$ cat src/rtl/nibble_serial_adder.sv
// Wide adder built from one 4-bit ripple-carry adder reused once per clock, LSB nibble first.
// Optional subtract mode with NSA_SUB_EN defined (adds the sub port; A - B via inverted B and carry-in 1).
module nibble_serial_adder #(
  parameter int NIBBLES = 4
) (
  input  logic                 clk,
  input  logic                 rst,
  input  logic                 start,
  input  logic [4*NIBBLES-1:0] A,
  input  logic [4*NIBBLES-1:0] B,
  input  logic                 Cin,
`ifdef NSA_SUB_EN
  input  logic                 sub,
`endif
  output logic                 busy,
  output logic                 done,
  output logic [4*NIBBLES-1:0] S,
  output logic                 Cout
);
  localparam int W  = 4*NIBBLES;
  localparam int IW = (NIBBLES > 1) ? $clog2(NIBBLES) : 1;
  localparam logic [IW-1:0] LAST = IW'(NIBBLES-1);

  typedef enum logic [1:0] {IDLE, RUN, DONE} state_t;
  state_t state_q, state_d;

  logic [W-1:0]  a_q, b_q, s_q;
  logic          carry_q, cout_q;
  logic [IW-1:0] idx_q;
`ifdef NSA_SUB_EN
  logic          sub_q;
`endif

  // the single shared RCA4
  logic [3:0] rca_a, rca_b, rca_s;
  logic [4:0] rca_c;
  logic [W-1:0] sum_ext;

  always_comb begin
    rca_a = a_q[3:0];
`ifdef NSA_SUB_EN
    rca_b = b_q[3:0] ^ {4{sub_q}};
`else
    rca_b = b_q[3:0];
`endif
    rca_c    = '0;
    rca_s    = '0;
    rca_c[0] = carry_q;
    for (int i = 0; i < 4; i++) begin
      rca_s[i]   = rca_a[i] ^ rca_b[i] ^ rca_c[i];
      rca_c[i+1] = (rca_a[i] & rca_b[i]) | (rca_c[i] & (rca_a[i] ^ rca_b[i]));
    end
  end

  assign sum_ext = W'(rca_s);

  always_ff @(posedge clk) begin
    if (rst) state_q <= IDLE;
    else     state_q <= state_d;
  end

  always_comb begin
    state_d = state_q;
    busy    = 1'b0;
    done    = 1'b0;
    case (state_q)
      IDLE: if (start) state_d = RUN;
      RUN: begin
        busy = 1'b1;
        if (idx_q == LAST) state_d = DONE;
      end
      DONE: begin
        done    = 1'b1;
        state_d = IDLE;
      end
      default: state_d = IDLE;
    endcase
  end

  always_ff @(posedge clk) begin
    if (rst) begin
      a_q     <= '0;
      b_q     <= '0;
      s_q     <= '0;
      carry_q <= 1'b0;
      cout_q  <= 1'b0;
      idx_q   <= '0;
`ifdef NSA_SUB_EN
      sub_q   <= 1'b0;
`endif
    end else begin
      case (state_q)
        IDLE: if (start) begin
          a_q   <= A;
          b_q   <= B;
          idx_q <= '0;
`ifdef NSA_SUB_EN
          sub_q   <= sub;
          carry_q <= sub | Cin & ~sub;
`else
          carry_q <= Cin;
`endif
        end
        RUN: begin
          // each sum nibble enters at the top, so after NIBBLES shifts nibble 0 sits at the bottom
          s_q     <= (s_q >> 4) | (sum_ext << (W-4));
          a_q     <= a_q >> 4;
          b_q     <= b_q >> 4;
          carry_q <= rca_c[4];
          idx_q   <= idx_q + IW'(1);
          if (idx_q == LAST) cout_q <= rca_c[4];
        end
        default: ;
      endcase
    end
  end

  assign S    = s_q;
  assign Cout = cout_q;
endmodule

$ cat config.mk
export PLATFORM = sky130hd
export DESIGN_NAME = nibble_serial_adder
export DESIGN_NICKNAME = d
export VERILOG_FILES = /design/src/rtl/nibble_serial_adder.sv
export SDC_FILE = /design/constraint.sdc
export NUM_CORES = 1
export LEC_CHECK = 0
export ABC_AREA = 1
export BUFFER_PORTS_ARGS = -buffer_cell sky130_fd_sc_hd__buf_2
export CAP_MARGIN = 25
export CORE_MARGIN = 1.5
export CORE_UTILIZATION = 40
export CTS_CLUSTER_DIAMETER = 100
export CTS_CLUSTER_SIZE = 10
export DETAILED_ROUTE_END_ITERATION = 8
export PLACE_DENSITY_LB_ADDON = 0.15
export SYNTH_ARGS = -nofsm -noshare
export SYNTH_HDL_FRONTEND = slang
export SYNTH_SLANG_ARGS = --single-unit
$ cat constraint.sdc
create_clock -name clk -period 4.7 [get_ports clk]
set_input_delay 0.235 -clock clk [delete_from_list [all_inputs] [get_ports clk]]
set_output_delay 0.235 -clock clk [all_outputs]
set_load 0.05 [all_outputs]
Word-level counts from Yosys, hierarchy flattened
Cells that the tools add are included.
Widths: inputs -> output; s select.
{"block": "totals", "reg_bits": 54, "latch_bits": 0, "ramBits": 0, "rom_bits": 0, "input_bits": 36, "output_inout_bits": 19, "elab_cells": 52, "n_memories": 0}
{"block": "op_classes", "n_addsub": 1, "n_mul": 0, "div": 0, "order_cmp": 0, "n_eq_ne": 5, "shift": 0, "n_mux": 13, "bitwise": 21, "reduce_logical": 5}
{"op": "$pmux 16 s2", "n": 2}
{"op": "$mux 16", "n": 2}
{"op": "$or 12x16->16", "n": 1}
{"op": "$and 1x1->1", "n": 8}
{"op": "$pmux 2 s2", "n": 2}
{"op": "$xor 1x1->1", "n": 8}
{"op": "$mux 2", "n": 3}
{"op": "$reduce_and 2->1", "n": 3}
{"op": "$eq 2x2->1 const B", "n": 2}
{"op": "$ne 2x2->1 const B", "n": 2}
{"op": "$or 1x1->1", "n": 4}
{"op": "$mux 1", "n": 3}
{"op": "$add 2x1->2 const B", "n": 1}
{"op": "$eq 2x1->1 const B", "n": 1}
{"op": "$logic_not 2->1", "n": 1}
{"op": "$pmux 1 s2", "n": 1}
{"op": "$reduce_bool 2->1", "n": 1}

Longest topological paths before layout
Gate-level depths: netlist of the first run.
{"block": "logic_depth", "word_depth": 10, "mapped_depth": 10, "ltp_nobuf": 10}

Worst setup path after synthesis of the first run
No wires, ideal clock.
{"block": "synth_timing", "path_type": "register -> register", "startpoint": "register a_q[0]", "endpoint": "register s_q[15] (netlist: S[15])", "setup_ns": 0.071, "arrival_ns": 1.874, "required_time_ns": 4.629, "setup_slack_ns": 2.755, "stages_incl_launch_ff": 9, "path_buffers": 0, "synth_period_minus_slack_ns": 1.945, "cell_sequence": "dfxtp_1 > fa_1 > inv_1 > fa_1 > inv_1 > fa_1 > inv_1 > fa_1 > a21oi_1"}
{"block": "synth_via", "elab_chain_len": 9, "word_cells_on_any_way": 10, "classes_between": "10 x bitwise"}
{"element": "start, declared", "line": "27", "text": "logic [W-1:0] a_q, b_q, s_q;"}
{"element": "start signal, assigned", "line": "107", "text": "a_q <= a_q >> 4;"}
{"element": "$xor 1x1->1", "line": "51", "text": "rca_c[i+1] = (rca_a[i] & rca_b[i]) | (rca_c[i] & (rca_a[i] ^ rca_b[i]));"}
{"element": "$and 1x1->1", "line": "51"}
{"element": "$or 1x1->1 *", "line": "51"}
{"element": "$and 1x1->1 *", "line": "51"}
{"element": "$or 1x1->1 *", "line": "51"}
{"element": "$and 1x1->1 *", "line": "51"}
{"element": "$or 1x1->1 *", "line": "51"}
{"element": "$xor 1x1->1 *", "line": "50", "text": "rca_s[i] = rca_a[i] ^ rca_b[i] ^ rca_c[i];"}
{"element": "$or 12x16->16 *", "line": "106", "text": "s_q <= (s_q >> 4) | (sum_ext << (W-4));"}
{"element": "end signal, assigned", "line": "106"}
{"element": "end, declared", "line": "27"}
Every way passes the cells marked *; elsewhere a longest branch is shown, timed or not.
A chain may end at the register's enable or synchronous reset.

Worst setup path after layout of the first run
{"block": "layout_timing", "startpoint": "register state_q[0]", "endpoint": "output port busy"}
{"block": "layout_via", "elab_chain_len": 2}
{"element": "start, declared", "line": "25", "text": "state_t state_q, state_d;"}
{"element": "start signal, assigned", "line": "59", "text": "else state_q <= state_d;"}
{"element": "$eq 2x1->1", "line": "66", "text": "case (state_q)"}
{"element": "$mux 1", "line": "66"}
{"element": "end, declared", "line": "15", "text": "output logic busy,"}
Every way passes these cells.

==> results_dict.tcl, run 1 <==
set metrics [dict create \
    status "finished clean" \
    fin_crit_ns 3.054 \
    clkSinkCount 54 \
    hold_ws_ns 0.1520 \
    slew_headroom 0.3533 \
    yosysWarnings 0 \
    layout_common_cells "64 x nand3_1, 57 x inv_1, 54 x dfxtp_1, 54 x buf_2" \
    pwr_density_cell_nw_per_um2 340.7 \
    tns_ns 0 \
    start_util 0.4104 \
    netlist_area_sq_um 2758 \
    die_w_um 86.03 \
    critPathLaunch "state_q[0]$_SDFFE_PP0P_" \
    overflow 0 \
    cts_tree "built" \
    timing.rr.start "state_q[0]$_SDFFE_PP0P_" \
    peakVddDrop_mv 0.1392 \
    setup_ws_ns 1.646 \
    ys_seq_elements 54 \
    synth_ff_type "dfxtp_1" \
    area_growth_pct 10.12 \
    synth_edf_count 0 \
    place_ws_ns 1.959 \
    avgViaCountPerCell 4.816 \
    crit_fanout 75 \
    cp_num_cells 3 \
    num_antenna_cells 0 \
    grt_pass1_wl_um 9777 \
    drc_errors 0 \
    slowest_stage "dfxtp_1" \
    final_common_cell "nand3_1" \
    worstSetupPathType "register to primary output" \
    post_cts_buffers 0 \
    reg2reg_slack_ns 2.18 \
    worst_slew_pin_slew_ns 0.9687 \
    clockBufferDepth 2 \
    yosys.area.top_type "dfxtp_1" \
    fp-row-count 30 \
    cts-root-buf "clkbuf_8" \
    async_reset_ff_frac 0 \
    syn-instance-count 356 \
    period_share 0.6497 \
    skew_ns 0.01164 \
    start_kind "register" \
    setup-violations-final 0 \
    required_ns 4.47 \
    crit_end "busy" \
    path_buf_inv 2 \
    gp_congestion 0.6935 \
    grt_pass1_vias 2205 \
    finalHoldViolCount 0 \
    die-area_sq_um 7401 \
    cts_made_buffers 5 \
    cts_hold_buf 0 \
    ant_nets 0 \
    drive_gt1_frac 0.2704 \
    ios 55 \
    drt_iter0_drc 148 \
    antenna_found_initial 0 \
    hp-class "input pin to register" \
    dp_cells 464 \
    wl_per_cell_um 12.10 \
    core_area_sq_um 6719 \
    placed_area_sq_um 2939 \
    clk_latency_ns 0.32 \
    synth_nets 397 \
    grtUsageTotal 0.1643 \
    arrival_ns 2.82 \
    synth_area_leaders "dfxtp_1 39%, nand3_1 12%, inv_1 7.8%" \
    synth.distinct_cells 22 \
    final_max_slew_viol_count 0 \
    place.port_buffers 54 \
    max_freq_mhz 327.5 \
    clk_pin_slew_ns 0.11 \
    grt_max_degree 76 \
    endpoint_kind "primary output" \
    worst_r2r_path_depth 5 \
    drv_cap 0 \
    ctsResizeCount 0 \
    syn_area_per_cell_sq_um 7.746 \
    fin_nets 432 \
    cp_cell_sequence "nand2_4 -> inv_2 -> buf_2" \
    dp_hpwl_um 3532 \
    p_leak_nw 1.388 \
    wl_um 5710 \
    rsz0062_at_grt "no" \
    critPathMaxStageDelay_ns 0.98 \
    die_h_um 86.03 \
    synth_top_area_frac 0.3920 \
    path_delay_family "flip-flops" \
    firstDrtPassIters 4 \
    layoutNonFillerInstCount 472 \
    design_area_sq_um 3037 \
    cts.htree.levels 2 \
    timing.rr.end "Cout$_SDFFE_PP0P_" \
    vias 2273 \
    yosysSeqAreaShare 0.3920 \
]
-- registers in the layout, summed over array words and instances, names as in the netlist --
signal / cells
Cout: 1
state_q: 2
S: 16
idx_q: 2
b_q: 16
a_q: 16
carry_q: 1
-- power by group --
| part | switching, mW | total [mW] | leakage (nW) | internal [mW] |
|---|---|---|---|---|
| clock | 0.175 | 0.286 | 0.0502 | 0.111 |
| sequential | 0.0264 | 0.521 | 0.445 | 0.495 |
| combinational | 0.152 | 0.228 | 0.893 | 0.0756 |
| total | 0.353 | 1.03 | 1.39 | 0.681 |
-- metrics by stage --
stage                     utilization  power (mW)
after global routing           0.4520       1.093
after floorplan                     -      0.7229
after CTS                      0.4520       1.048
after detailed placement       0.4374      0.7625
after global placement         0.4374      0.7611
final                          0.4520       1.035
-- layout make-up --
cell class | count | area (sq um)
timing repair buffer | 54 | 270.3
clock inverter | 3 | 28.78
sequential | 54 | 1081
fill | 716 | 3682
inverter | 59 | 221.5
tap | 80 | 100.1
clock buffer | 5 | 68.82
multi-input combinational | 217 | 1266
-- worst min path at each step --
stage                          startpoint                    end  slack, ns  depth (start not counted)
detailed placement  idx_q[0]$_SDFFE_PP0P_  idx_q[0]$_SDFFE_PP0P_       0.46                          1
global route                        A[15]   a_q[15]$_SDFFE_PP0P_       0.15                          3
finish                              B[13]   b_q[13]$_SDFFE_PP0P_       0.15                          3
global placement    idx_q[0]$_SDFFE_PP0P_  idx_q[0]$_SDFFE_PP0P_       0.45                          1
CTS                                 B[15]   b_q[15]$_SDFFE_PP0P_       0.14                          3
floorplan                           A[12]   a_q[12]$_SDFFE_PP0P_       0.38                          2
-- worst min-delay path, delay by kind of cell --
kind / cells / cell delay [ns]
buffers and inverters: 1 / 0.09
AND/OR/NAND/NOR: 1 / 0.05
AO/OA/AOI/OAI: 1 / 0.05
-- cell families after synthesis --
| family | synth area share |
|---|---|
| fa+ha+maj | 0.03358 |
| buf+inv | 0.1488 |
| simple gates | 0.2954 |
| flops | 0.3920 |
| compound gates | 0.1302 |
-- cell usage after synthesis, types with 2 or more instances --
cell	number
clkbuf_1	8
nor2_1	34
inv_1	57
buf_6	5
buf_4	3
dfxtp_1	54
nand2_4	2
a21oi_1	17
nand3_1	64
a21oi_2	19
nand3_2	19
buf_2	8
fa_1	4
o21ai_0	19
inv_2	2
nand2_1	34
buf_12	2
-- routing by layer --
metal / track usage / routed length (um) / up-vias
met5: 0 / 0 / -
met4: 0.03959 / 56 / 0
met3: 0.03272 / 172 / 5
met2: 0.2870 / 2710 / 37
met1: 0.2081 / 2771 / 1029
li1: - / - / 1202
Note: power is estimated with default switching activity, not from simulation.
==> run 2, diff against run 1 <==
Settings changed: ABC_AREA 1 to 0.
Clock period 4.7 ns to 2.49 ns, I/O delays scaled along.
==> run 2 against run 1 <==
  * Highest routed layer unchanged
  * Hold slack got worse by 0.13 ns
  * Design area fell by 11%
  * Critical path type is now register to register
  * Largest cell class unchanged
  * Clock-buffer cell count did not move
  * Synthesized cell count fell by 42%
==> results_dict.tcl, run 2 <==
set metrics [dict create \
    num_antenna_cells 0 \
    clkSinkCount 54 \
    endpoint_kind "register" \
    drive_gt1_frac 0.3488 \
    arrival_ns 2.38 \
    syn-instance-count 208 \
    clockBufferDepth 2 \
    syn_area_per_cell_sq_um 11.09 \
    core_area_sq_um 5540 \
    setup_ws_ns 0.3351 \
    overflow 0 \
    reg2reg_slack_ns 0.34 \
    place.port_buffers 54 \
    required_ns 2.71 \
    area_growth_pct 17.35 \
    drv_cap 0 \
    yosysSeqAreaShare 0.4685 \
    wl_um 4273 \
    slew_headroom 0.6658 \
    start_util 0.4164 \
    avgViaCountPerCell 4.830 \
    pwr_density_cell_nw_per_um2 658.3 \
    finalHoldViolCount 0 \
    synth_top_area_frac 0.4685 \
    ios 55 \
    synth.distinct_cells 27 \
    die_h_um 78.95 \
    tns_ns 0 \
    rsz0062_at_grt "no" \
    p_leak_nw 1.126 \
    start_kind "register" \
    critPathLaunch "a_q[0]$_SDFFE_PP0P_" \
    grt_pass1_vias 1603 \
    crit_fanout 2 \
    firstDrtPassIters 4 \
    yosys-top-cells-count "54 x dfxtp_1, 28 x nand2_1, 25 x mux2i_1, 20 x o2bb2ai_2, 17 x a21oi_1" \
    status "finished clean" \
    timing.rr.start "a_q[0]$_SDFFE_PP0P_" \
    skew_ns 0.003260 \
    wl_per_cell_um 12.95 \
    gp_congestion 0.6964 \
    final_util 0.4887 \
    vias 1594 \
    max_freq_mhz 464.1 \
    grt_max_degree 30 \
    synth_edf_count 0 \
    synth_nets 249 \
    ant_nets 0 \
    ctsResizeCount 0 \
    hold_start "A[15]" \
    dp_cells 322 \
    grt_pass1_wl_um 7472 \
    layoutNonFillerInstCount 330 \
    async_reset_ff_frac 0 \
    place_ws_ns 0.3417 \
    drt_iter0_drc 87 \
    dp_hpwl_um 2899 \
    worstSetupPathType "register to register" \
    drc_errors 0 \
    fin_nets 298 \
    clk_pin_slew_ns 0.09 \
    fillers 563 \
    worst_slew_pin_slew_ns 0.4985 \
    cts.htree.levels 2 \
    yosys.area.top_type "dfxtp_1" \
    synth_area_leaders "dfxtp_1 47%, o2bb2ai_2 13%, mux2i_1 11%" \
    cts_tree "built" \
    final_max_slew_viol_count 0 \
    layout_common_cells "54 x dfxtp_1, 54 x buf_2, 28 x nand2_1, 25 x mux2i_1, 20 x o2bb2ai_2" \
    clk_latency_ns 0.30 \
    peakVddDrop_mv 0.3987 \
    setup-violations-final 0 \
    fp-row-count 27 \
    synth_most_common_cell "dfxtp_1" \
    period_share 0.8654 \
    design_area_sq_um 2708 \
    cts_made_buffers 5 \
    die-area_sq_um 6232 \
    fin_crit_ns 2.155 \
    yosysWarnings 0 \
    placed_area_sq_um 2599 \
    grtUsageTotal 0.1543 \
    post_cts_buffers 0 \
    cts-root-buf "clkbuf_8" \
    ys_seq_elements 54 \
    synth_ff_type "dfxtp_1" \
    cts_hold_buf 0 \
    hp-class "input pin to register" \
    netlist_area_sq_um 2307 \
    antenna_found_initial 0 \
    die_w_um 78.95 \
]
[run 2: changes by cell type in the layout (fill, tap and decap cells not counted), sizes merged, moves of 5 or more]
| cell | before | now |
|---|---|---|
| o21ai | 20 | 2 |
| inv | 60 | 9 |
| nand2 | 37 | 28 |
| a22o | 0 | 7 |
| buf | 54 | 59 |
| nand3 | 83 | 0 |
| a21oi | 36 | 17 |
| mux2i | 0 | 25 |
| nor2 | 35 | 4 |
| o2bb2ai | 0 | 25 |
[run 2: metal layers]
layer	global-route usage	vias up	routed length [um]
met1	0.1961	715	2067
met3	0.04253	8	230
met4	0.05789	0	57
met2	0.2500	40	1918
met5	0	-	0
li1	-	831	-
[run 2: area by class of cell]
type                    count  area, sq um  share of cell area
multi-input cells         128         1086              0.4011
flip-flops and latches     54         1081              0.3993
repair buffers             59        307.8              0.1137
well taps                  72        90.09             0.03327
clock buffers               5        68.82             0.02542
clock inverters             3        40.04             0.01479
inverters                   9        33.78             0.01248
[run 2: power breakdown]
part           total, mW  internal (mW)  switching, mW
Clock              0.570          0.296          0.274
Combinational      0.262          0.106          0.156
Sequential         0.950          0.915         0.0355
[run 2: path summary, 6_finish.rpt]
path	end	cells past startpoint
setup / recovery	S[15]$_SDFFE_PP0P_	8
hold / removal	a_q[15]$_SDFFE_PP0P_	2
setup reg to reg	S[15]$_SDFFE_PP0P_	8
hold reg to reg	S[0]$_SDFFE_PP0P_	2
[run 2: kinds of logic after synthesis]
group	after synthesis	share of synthesized area
AO/OA/AOI/OAI	56	0.2348
adder cells (fa/ha/maj)	5	0.04013
buffers and inverters	26	0.06074
flip-flops	54	0.4685
multiplexers	26	0.1133
AND/OR/NAND/NOR	41	0.08243
[run 2: worst max-delay path, cell delays in order, from the launching register on]
cell	delay (ns)
dfxtp_1	0.35
fa_1	0.42
inv_1	0.07
fa_1	0.15
inv_1	0.05
fa_1	0.35
inv_1	0.07
fa_1	0.40
a211oi_1	0.21
[run 2: through the flow]
stage,hold WS [ns],power (mW)
2_1_floorplan,0.2500,1.167
3_3_place_gp,0.3359,1.235
3_5_place_dp,0.3373,1.236
4_1_cts,0.01406,1.814
5_1_grt,0.02126,1.879
6_report,0.02589,1.783
==> run 3, diff against run 2 <==
Settings changed: PLACE_DENSITY_LB_ADDON 0.15 to 0.25.
==> run 3 against run 2 <==
  * Core utilization down 0.68 points
  * Hold slack barely moved
  * Flip-flop and latch count unchanged
  * Critical path type unchanged
  * Combinational power about the same
  * Cell count down 0.61%
  * Sequential share of layout area increased by 0.56 points
  * Critical path depth unchanged
  * Total power fell by 6.3%
==> results_dict.tcl, run 3 (synthesis gave the netlist of run 2 again) <==
set metrics [dict create \
    status "finished clean" \
    post_cts_buffers 0 \
    arrival_ns 2.34 \
    avgViaCountPerCell 4.945 \
    start_util 0.4164 \
    dp_hpwl_um 2983 \
    worstHoldEndpoint "b_q[15]$_SDFFE_PP0P_" \
    grt_pass1_vias 1499 \
    die_w_um 78.95 \
    place_ws_ns 0.3718 \
    rsz0062_at_grt "no" \
    fp-row-count 27 \
    whs_path_depth 2 \
    hold_start "B[15]" \
    fillers 528 \
    area_growth_pct 15.73 \
    switching_share 0.2766 \
    cts_made_buffers 5 \
    cts_hold_buf 0 \
    drc_errors 0 \
    drt_iter0_drc 102 \
    cts.htree.levels 2 \
    setup_ws_ns 0.3739 \
    ios 55 \
    fin_crit_ns 2.116 \
    p_leak_nw 1.107 \
    die_h_um 78.95 \
    clk_latency_ns 0.30 \
    core_area_sq_um 5540 \
    gp_congestion 0.7117 \
    grtUsageTotal 0.1478 \
    slew_headroom 0.5406 \
    num_antenna_cells 0 \
    clk_pin_slew_ns 0.09 \
    die-area_sq_um 6232 \
    required_ns 2.71 \
    p_int_mw 1.208 \
    overflow 0 \
    worst_slew_pin_slew_ns 0.6891 \
    timing.rr.end "S[15]$_SDFFE_PP0P_" \
    grt_max_degree 32 \
    vias 1622 \
    finalHoldViolCount 0 \
    reg2reg_slack_ns 0.37 \
    max_freq_mhz 472.6 \
    net-switching-power_mw 0.4620 \
    clockBufferDepth 2 \
    ctsResizeCount 0 \
    worst_r2r_path_depth 8 \
    peakVddDrop_mv 0.3180 \
    cts-root-buf "clkbuf_8" \
    crit_fanout 2 \
    antenna_found_initial 0 \
    cts_tree "built" \
    design_area_sq_um 2670 \
    power.share.combinational 0.157 \
    wl_um 4334 \
    period_share 0.8498 \
    start_kind "register" \
    drive_gt1_frac 0.3438 \
    skew_ns 0.004965 \
    ant_nets 0 \
    pwr_density_cell_nw_per_um2 625.6 \
    worstSetupPathType "register to register" \
    fin_nets 297 \
    place.port_buffers 54 \
    layout_common_cells "54 x dfxtp_1, 54 x buf_2, 28 x nand2_1, 25 x mux2i_1, 20 x o2bb2ai_2" \
    firstDrtPassIters 4 \
    setup-violations-final 0 \
    placed_area_sq_um 2591 \
    timing.rr.start "a_q[0]$_SDFFE_PP0P_" \
    hp-class "input pin to register" \
    clkPwrFrac 0.275 \
    endpoint_kind "register" \
    final_util 0.4819 \
    seqPwrFrac 0.569 \
    wl_per_cell_um 13.21 \
    final_max_slew_viol_count 0 \
    grt_pass1_wl_um 7093 \
    tns_ns 0 \
    clkSinkCount 54 \
    drv_cap 0 \
]
-- run 3: per-stage QoR --
step / cells / power (mW) / hold WS, ns
after CTS: 328 / 1.698 / 0.01710
after global routing: 328 / 1.756 / 0.006580
after detailed placement: 321 / 1.235 / 0.3404
after global placement: 321 / 1.233 / 0.3347
final: 328 / 1.670 / 0.02551
after floorplan: 208 / 1.167 / 0.2500
-- run 3: how the worst max path moves through the flow --
| stage | slack, ns | cells after the start | from | end |
|---|---|---|---|---|
| 2_1_floorplan | 0.45 | 8 | a_q[0]$_SDFFE_PP0P_ | S[15]$_SDFFE_PP0P_ |
| 3_3_place_gp | 0.40 | 8 | a_q[0]$_SDFFE_PP0P_ | S[15]$_SDFFE_PP0P_ |
| 3_5_place_dp | 0.37 | 8 | a_q[0]$_SDFFE_PP0P_ | S[15]$_SDFFE_PP0P_ |
| 4_1_cts | 0.36 | 8 | a_q[0]$_SDFFE_PP0P_ | S[15]$_SDFFE_PP0P_ |
| 5_1_grt | 0.23 | 8 | a_q[0]$_SDFFE_PP0P_ | S[15]$_SDFFE_PP0P_ |
| 6_report | 0.37 | 8 | a_q[0]$_SDFFE_PP0P_ | S[15]$_SDFFE_PP0P_ |
-- run 3: cell type report --
cell class	instances	area [sq um]	area share
well taps	72	90.09	0.03374
clock inverters	2	10.01	0.003749
inverters	9	33.78	0.01265
repair buffers	58	300.3	0.1125
multi-input cells	128	1086	0.4067
clock buffers	5	68.82	0.02577
flip-flops and latches	54	1081	0.4049
-- run 3: power by group through the flow --
stage,logic (mW),clock network (mW),registers (mW)
2_1_floorplan,0.174,0,0.992
3_3_place_gp,0.263,0,0.970
3_5_place_dp,0.265,0,0.970
4_1_cts,0.266,0.481,0.951
5_1_grt,0.287,0.512,0.958
6_report,0.261,0.459,0.950
-- run 3: layer usage --
metal	global-route usage	up-vias	part of all wire
li1	-	832	-
met1	0.1918	750	0.48
met2	0.2241	38	0.45
met3	0.04943	2	0.055
met4	0.06316	0	0.0088
met5	0	-	0
-- run 3: worst max-delay path, stage by stage, from the launching register on --
cell,delay (ns)
dfxtp_1,0.34
fa_1,0.41
inv_1,0.08
fa_1,0.16
inv_1,0.05
fa_1,0.34
inv_1,0.07
fa_1,0.40
a211oi_1,0.20
